$ cat src/rtl/rr_arb_pkg.sv
//------------------------------------------------------------------------------
// Module   : rr_arb_pkg
// Purpose  : Shared state encoding and width helpers for the packet arbiter.
// Revision : 1.0 - initial release
//------------------------------------------------------------------------------
`default_nettype none

package rr_arb_pkg;

  typedef enum logic [0:0] {
    IDLE = 1'b0,
    BUSY = 1'b1
  } arb_state_e;

  // Never returns less than 1 so single-value ranges still get a real bit.
  function automatic int clog2_safe(input int value);
    return (value <= 2) ? 1 : $clog2(value);
  endfunction

  // Beat counter must hold 0..MAX_BEATS inclusive.
  function automatic int beat_cnt_width(input int max_beats);
    return clog2_safe(max_beats + 1);
  endfunction

  localparam int DEF_N         = 4;
  localparam int DEF_W         = 32;
  localparam int DEF_MAX_BEATS = 16;

endpackage

`default_nettype wire

$ cat src/rtl/rr_pick.sv
//------------------------------------------------------------------------------
// Module   : rr_pick
// Purpose  : Combinational rotate-priority one-hot picker (double-width mask).
// Revision : 1.0 - initial release
//------------------------------------------------------------------------------
`default_nettype none

module rr_pick
  import rr_arb_pkg::*;
#(
  parameter int N = DEF_N
) (
  input  logic [N-1:0]               req,
  input  logic [clog2_safe(N)-1:0]   ptr,
  output logic [N-1:0]               gnt_onehot,
  output logic [clog2_safe(N)-1:0]   gnt_id,
  output logic                       any
);

  localparam int PW = clog2_safe(N);

  logic [N-1:0]   w_mask;
  logic [2*N-1:0] w_dbl;
  logic [PW:0]    w_idx;

  // Lower half keeps only requesters at or above ptr; upper half wraps around.
  always_comb begin
    w_mask = '0;
    for (int i = 0; i < N; i++) begin
      w_mask[i] = (PW'(i) >= ptr);
    end
    w_dbl = {req, req & w_mask};

    w_idx = '0;
    for (int k = 2*N-1; k >= 0; k--) begin
      if (w_dbl[k]) w_idx = (PW+1)'(k);
    end

    if (w_idx >= (PW+1)'(N)) gnt_id = PW'(w_idx - (PW+1)'(N));
    else                     gnt_id = PW'(w_idx);

    any = |req;

    gnt_onehot = '0;
    for (int i = 0; i < N; i++) begin
      gnt_onehot[i] = any && (gnt_id == PW'(i));
    end
  end

endmodule

`default_nettype wire

$ cat src/rtl/rr_pkt_arbiter.sv
//------------------------------------------------------------------------------
// Module   : rr_pkt_arbiter
// Purpose  : Packet-level round-robin arbiter with beat watchdog on a shared
//            valid/ready channel.
// Revision : 1.0 - initial release
//------------------------------------------------------------------------------
`default_nettype none

module rr_pkt_arbiter
  import rr_arb_pkg::*;
#(
  parameter int N         = DEF_N,
  parameter int W         = DEF_W,
  parameter int MAX_BEATS = DEF_MAX_BEATS
) (
  input  logic                     clk,
  input  logic                     rst,
  input  logic [N-1:0]             req_valid,
  input  logic [N*W-1:0]           req_data,
  input  logic [N-1:0]             req_last,
  output logic [N-1:0]             req_ready,
  output logic                     out_valid,
  output logic [W-1:0]             out_data,
  output logic                     out_last,
  input  logic                     out_ready,
  output logic [N-1:0]             grant,
  output logic [clog2_safe(N)-1:0] grant_id,
  output logic                     busy,
  output logic                     timeout_pulse
);

  localparam int PW = clog2_safe(N);
  localparam int CW = beat_cnt_width(MAX_BEATS);

  arb_state_e      r_state,    w_state_nxt;
  logic [PW-1:0]   r_ptr,      w_ptr_nxt;
  logic [PW-1:0]   r_grant_id, w_grant_id_nxt;
  logic [N-1:0]    r_grant,    w_grant_nxt;
  logic [CW-1:0]   r_beat_cnt, w_beat_cnt_nxt;
  logic            r_timeout,  w_timeout_nxt;

  logic [N-1:0]    w_pick_onehot;
  logic [PW-1:0]   w_pick_id;
  logic            w_pick_any;

  logic            w_sel_valid;
  logic            w_sel_last;
  logic [W-1:0]    w_sel_data;
  logic            w_accept;

  rr_pick #(.N(N)) u_pick (
    .req        (req_valid),
    .ptr        (r_ptr),
    .gnt_onehot (w_pick_onehot),
    .gnt_id     (w_pick_id),
    .any        (w_pick_any)
  );

  // Grant is all-zero in IDLE, so the mux naturally yields zeros there.
  always_comb begin
    w_sel_valid = 1'b0;
    w_sel_last  = 1'b0;
    w_sel_data  = '0;
    for (int i = 0; i < N; i++) begin
      if (r_grant[i]) begin
        w_sel_valid = req_valid[i];
        w_sel_last  = req_last[i];
        w_sel_data  = req_data[i*W +: W];
      end
    end
  end

  assign w_accept      = (r_state == BUSY) && w_sel_valid && out_ready;

  assign out_valid     = w_sel_valid;
  assign out_data      = w_sel_data;
  assign out_last      = w_sel_last;
  assign req_ready     = r_grant & {N{out_ready}};
  assign grant         = r_grant;
  assign grant_id      = r_grant_id;
  assign busy          = (r_state == BUSY);
  assign timeout_pulse = r_timeout;

  always_comb begin
    w_state_nxt    = r_state;
    w_ptr_nxt      = r_ptr;
    w_grant_id_nxt = r_grant_id;
    w_grant_nxt    = r_grant;
    w_beat_cnt_nxt = r_beat_cnt;
    w_timeout_nxt  = 1'b0;

    case (r_state)
      IDLE: begin
        if (w_pick_any) begin
          w_state_nxt    = BUSY;
          w_grant_nxt    = w_pick_onehot;
          w_grant_id_nxt = w_pick_id;
          w_beat_cnt_nxt = '0;
        end
      end
      BUSY: begin
        if (w_accept) begin
          // Watchdog counts accepted beats only; a stalled owner keeps the lock.
          if (w_sel_last || (r_beat_cnt == CW'(MAX_BEATS - 1))) begin
            w_state_nxt    = IDLE;
            w_grant_nxt    = '0;
            w_grant_id_nxt = '0;
            w_beat_cnt_nxt = '0;
            w_ptr_nxt      = (r_grant_id == PW'(N - 1)) ? '0 : r_grant_id + PW'(1);
            w_timeout_nxt  = !w_sel_last;
          end else begin
            w_beat_cnt_nxt = r_beat_cnt + CW'(1);
          end
        end
      end
      default: begin
        w_state_nxt = IDLE;
        w_grant_nxt = '0;
      end
    endcase
  end

  always_ff @(posedge clk) begin
    if (rst) begin
      r_state    <= IDLE;
      r_ptr      <= '0;
      r_grant_id <= '0;
      r_grant    <= '0;
      r_beat_cnt <= '0;
      r_timeout  <= 1'b0;
    end else begin
      r_state    <= w_state_nxt;
      r_ptr      <= w_ptr_nxt;
      r_grant_id <= w_grant_id_nxt;
      r_grant    <= w_grant_nxt;
      r_beat_cnt <= w_beat_cnt_nxt;
      r_timeout  <= w_timeout_nxt;
    end
  end

endmodule

`default_nettype wire
$ cat config.mk
export PLATFORM = sky130hd
export DESIGN_NAME = rr_pkt_arbiter
export DESIGN_NICKNAME = d
export VERILOG_FILES = /design/src/rtl/rr_arb_pkg.sv /design/src/rtl/rr_pick.sv /design/src/rtl/rr_pkt_arbiter.sv
export SDC_FILE = /design/constraint.sdc
export NUM_CORES = 1
export LEC_CHECK = 0
export BUFFER_PORTS_ARGS = -buffer_cell sky130_fd_sc_hd__buf_2
export CAP_MARGIN = 40
export CORE_ASPECT_RATIO = 0.7
export CORE_MARGIN = 2
export CORE_UTILIZATION = 30
export CTS_CLUSTER_SIZE = 12
export DETAILED_ROUTE_END_ITERATION = 10
export GPL_ROUTABILITY_DRIVEN = 0
export PLACE_DENSITY = 0.7
export SLEW_MARGIN = 20
export SYNTH_ARGS = -nofsm -noshare
export SYNTH_HDL_FRONTEND = slang
export SYNTH_SLANG_ARGS = --single-unit
$ cat constraint.sdc
create_clock -name clk -period 2.3 [get_ports clk]
set_clock_uncertainty 0.05 [all_clocks]
set_input_delay 0.345 -clock clk [delete_from_list [all_inputs] [get_ports clk]]
set_output_delay 0.345 -clock clk [all_outputs]
set_load 0.02 [all_outputs]
==> flow_metrics.env <==
export IMPL_start_kind="register"
export IMPL_hold_depth=2
export IMPL_route_detailed_drc=0
export IMPL_grt_max_degree=48
export IMPL_clock_path_buffers=2
export IMPL_max_slew_margin=0.699
export IMPL_status="complete, no violations"
export IMPL_clkTransAtPathRegs_ns=0.06
export IMPL_dp_hpwl_um=5260
export IMPL_holdPathEnd="busy"
export IMPL_antennaDiodeCount=0
export IMPL_fin_tns_setup_ns=0
export IMPL_r2r_end="r_ptr[0]"
export IMPL_die_area_um2=6730
export IMPL_n_fill_cell=578
export IMPL_power_internal_uw=626
export IMPL_initial_utilization=0.315
export IMPL_crit_arrival_ns=1.66
export IMPL_fin_hold_ws_ns=0.423
export IMPL_synth_avg_cell_area_um2=6.47
export IMPL_drt_total_wl_um=6490
export IMPL_drtIter0Drc=113
export IMPL_cap_viol_max_count=0
export IMPL_final_common_cell="buf_2"
export IMPL_first_pass_iters=4
export IMPL_synthToLayoutAreaGrowth_pct=55.9
export IMPL_final_net_count=597
export IMPL_yosysWarningCount=0
export IMPL_p_comb_frac=0.526
export IMPL_slew_violations=0
export IMPL_power_density_nw_per_um2=365
export IMPL_end_kind="primary output"
export IMPL_synth_edff_count=0
export IMPL_setup_viol=0
export IMPL_fin_ws_ns=0.241
export IMPL_grt_antenna_before_repair=0
export IMPL_worstPathMaxFanout=25
export IMPL_io_pins=185
export IMPL_clock_sinks=15
export IMPL_cp_required_ns=1.90
export IMPL_ir_drop_mv=0.179
export IMPL_postCtsSetupBuffers=0
export IMPL_reg2reg_slack_ns=0.41
export IMPL_synth_cells=282
export IMPL_grt_pass1_vias=2340
export IMPL_portBuffers=184
export IMPL_track_usage=0.179
export IMPL_leakagePower_uw=0.00145
export IMPL_final_min_clock_period_ns=2.06
export IMPL_core_um2=5780
export IMPL_worst_pin_slew_ns=0.448
export IMPL_fmax_ghz=0.486
export IMPL_die_x_um=97.2
export IMPL_preCtsSetupSlack_ns=0.426
export IMPL_clockRootBuffer="clkbuf_8"
export IMPL_cts_hold_buf=0
export IMPL_p_sw_frac=0.397
export IMPL_switching_power_uw=412
export IMPL_clock_power_share=0.202
export IMPL_final_cell_mix="buf_2, a21oi_1, nor2_1, nand2_1, o21ai_0"
export IMPL_critPathLaunch="grant[0]"
export IMPL_synth_seq_cells=15
export IMPL_seqPwrFrac=0.271
export IMPL_syn_area_um2=1820
export IMPL_cts_resized=0
export IMPL_grt_overflow=0
export IMPL_clk_latency_ns=0.24
export IMPL_die_height_um=69.2
export IMPL_period_share=0.895
export IMPL_drive_gt1_frac=0.465
export IMPL_synth_fp_nets=424
export IMPL_rsz0062_at_grt="no"
export IMPL_hold_path_class="in2reg"
export IMPL_cts_inserted_buffers=3
export IMPL_vias=2611
export IMPL_synthArstFlopShare=0
export IMPL_reg2reg_from="grant[1]"
export IMPL_ant_nets=0
export IMPL_synth_cell_types=38
export IMPL_grt_first_pass_wirelength_um=10400
export IMPL_ff2ff_path_depth=6
export IMPL_avgRoutedWirePerCell_um=12.3
export IMPL_finalHoldViolCount=0
export IMPL_seq_area_frac_synth=0.165
export IMPL_vias_per_cell=4.94
export IMPL_hp_start="rst"
export IMPL_cts_tree="done"
export IMPL_htree_levels=1
export IMPL_ys_flop_type="dfxtp_1"
export IMPL_rows=23
export IMPL_critPathKind="reg2out"
-- critical path: stages (launching register included) --
cell and delay [ns]:
dfxtp_1 0.32, nor2b_2 0.15, buf_4 0.30, a22oi_1 0.12
nor2_1 0.12, a21oi_1 0.05, o21ai_0 0.17, buf_2 0.19
-- through the flow --
stage | area [um^2] | cells | power [uW] | util
floorplan | 1820 | 282 | 600 | -
global placement | 2800 | 525 | 827 | 0.484
detailed placement | 2800 | 525 | 834 | 0.484
CTS | 2840 | 529 | 1050 | 0.492
global route | 2840 | 529 | 1120 | 0.492
finish | 2840 | 529 | 1040 | 0.492
-- sequential cells by signal (all words and copies together) (netlist names) --
name           cells
busy               1
grant              4
grant_id           2
r_beat_cnt         5
r_ptr              2
timeout_pulse      1
-- how the worst max path moves through the flow --
stage / to / slack, ns
2_1_floorplan: out_data[10] / 0.15
3_3_place_gp: r_beat_cnt[4] / 0.47
3_5_place_dp: r_beat_cnt[4] / 0.43
4_1_cts: out_data[27] / 0.20
5_1_grt: out_data[6] / 0.04
6_report: out_data[17] / 0.24
-- synthesized netlist by cell type, types with 2 or more instances --
cell      count  area [um^2]
a211oi_1      2         15.0
a211oi_4      2         40.0
a21oi_1      40          200
a22oi_1      32          240
and2_1        4         25.0
buf_2         3         15.0
buf_6         2         22.5
clkbuf_1     19         71.3
dfxtp_1      15          300
ha_1          3         37.5
inv_1         3         11.3
mux2i_1       2         20.0
nand2_1      37          139
nand2b_1      8         50.1
nand3_1       4         20.0
nor2_1       37          139
nor2b_1       6         37.5
nor3_1        4         20.0
o21ai_0      35          175
o32ai_1       3         26.3
or3_1         4         25.0
-- cell type report --
type,instances,area [um^2],area share
multi-input combinational,238,1400,0.491
timing repair buffer,194,996,0.350
sequential,15,303,0.106
tap,75,93.8,0.0330
clock buffer,4,45.0,0.0158
inverter,3,11.3,0.00396
-- metal layers --
layer,up-vias,part of all wire,track usage
li1,1365,-,-
met1,1120,0.44,0.226
met2,124,0.47,0.323
met3,2,0.088,0.0373
met4,0,0.0022,0.0235
met5,-,0,0
-- kinds of logic (layout without fill, tap and decap cells) --
family	Yosys count	after routing	synth area share
AOI/OAI and AO/OA	122	122	0.438
muxes	2	2	0.0110
DFF	15	15	0.165
buffers and inverters	29	201	0.0720
xor gates and xnor gates	1	1	0.00480
adders and majority gates	3	3	0.0206
and+or+nand+nor	110	110	0.289
-- power groups by stage --
stage / combinational, uW / sequential (uW) / clock (uW)
after global routing: 602 / 283 / 231
final: 546 / 282 / 210
after detailed placement: 547 / 287 / 0
after global placement: 540 / 287 / 0
after CTS: 549 / 281 / 218
after floorplan: 306 / 294 / 0
Note: power is estimated with default switching activity, not from simulation.
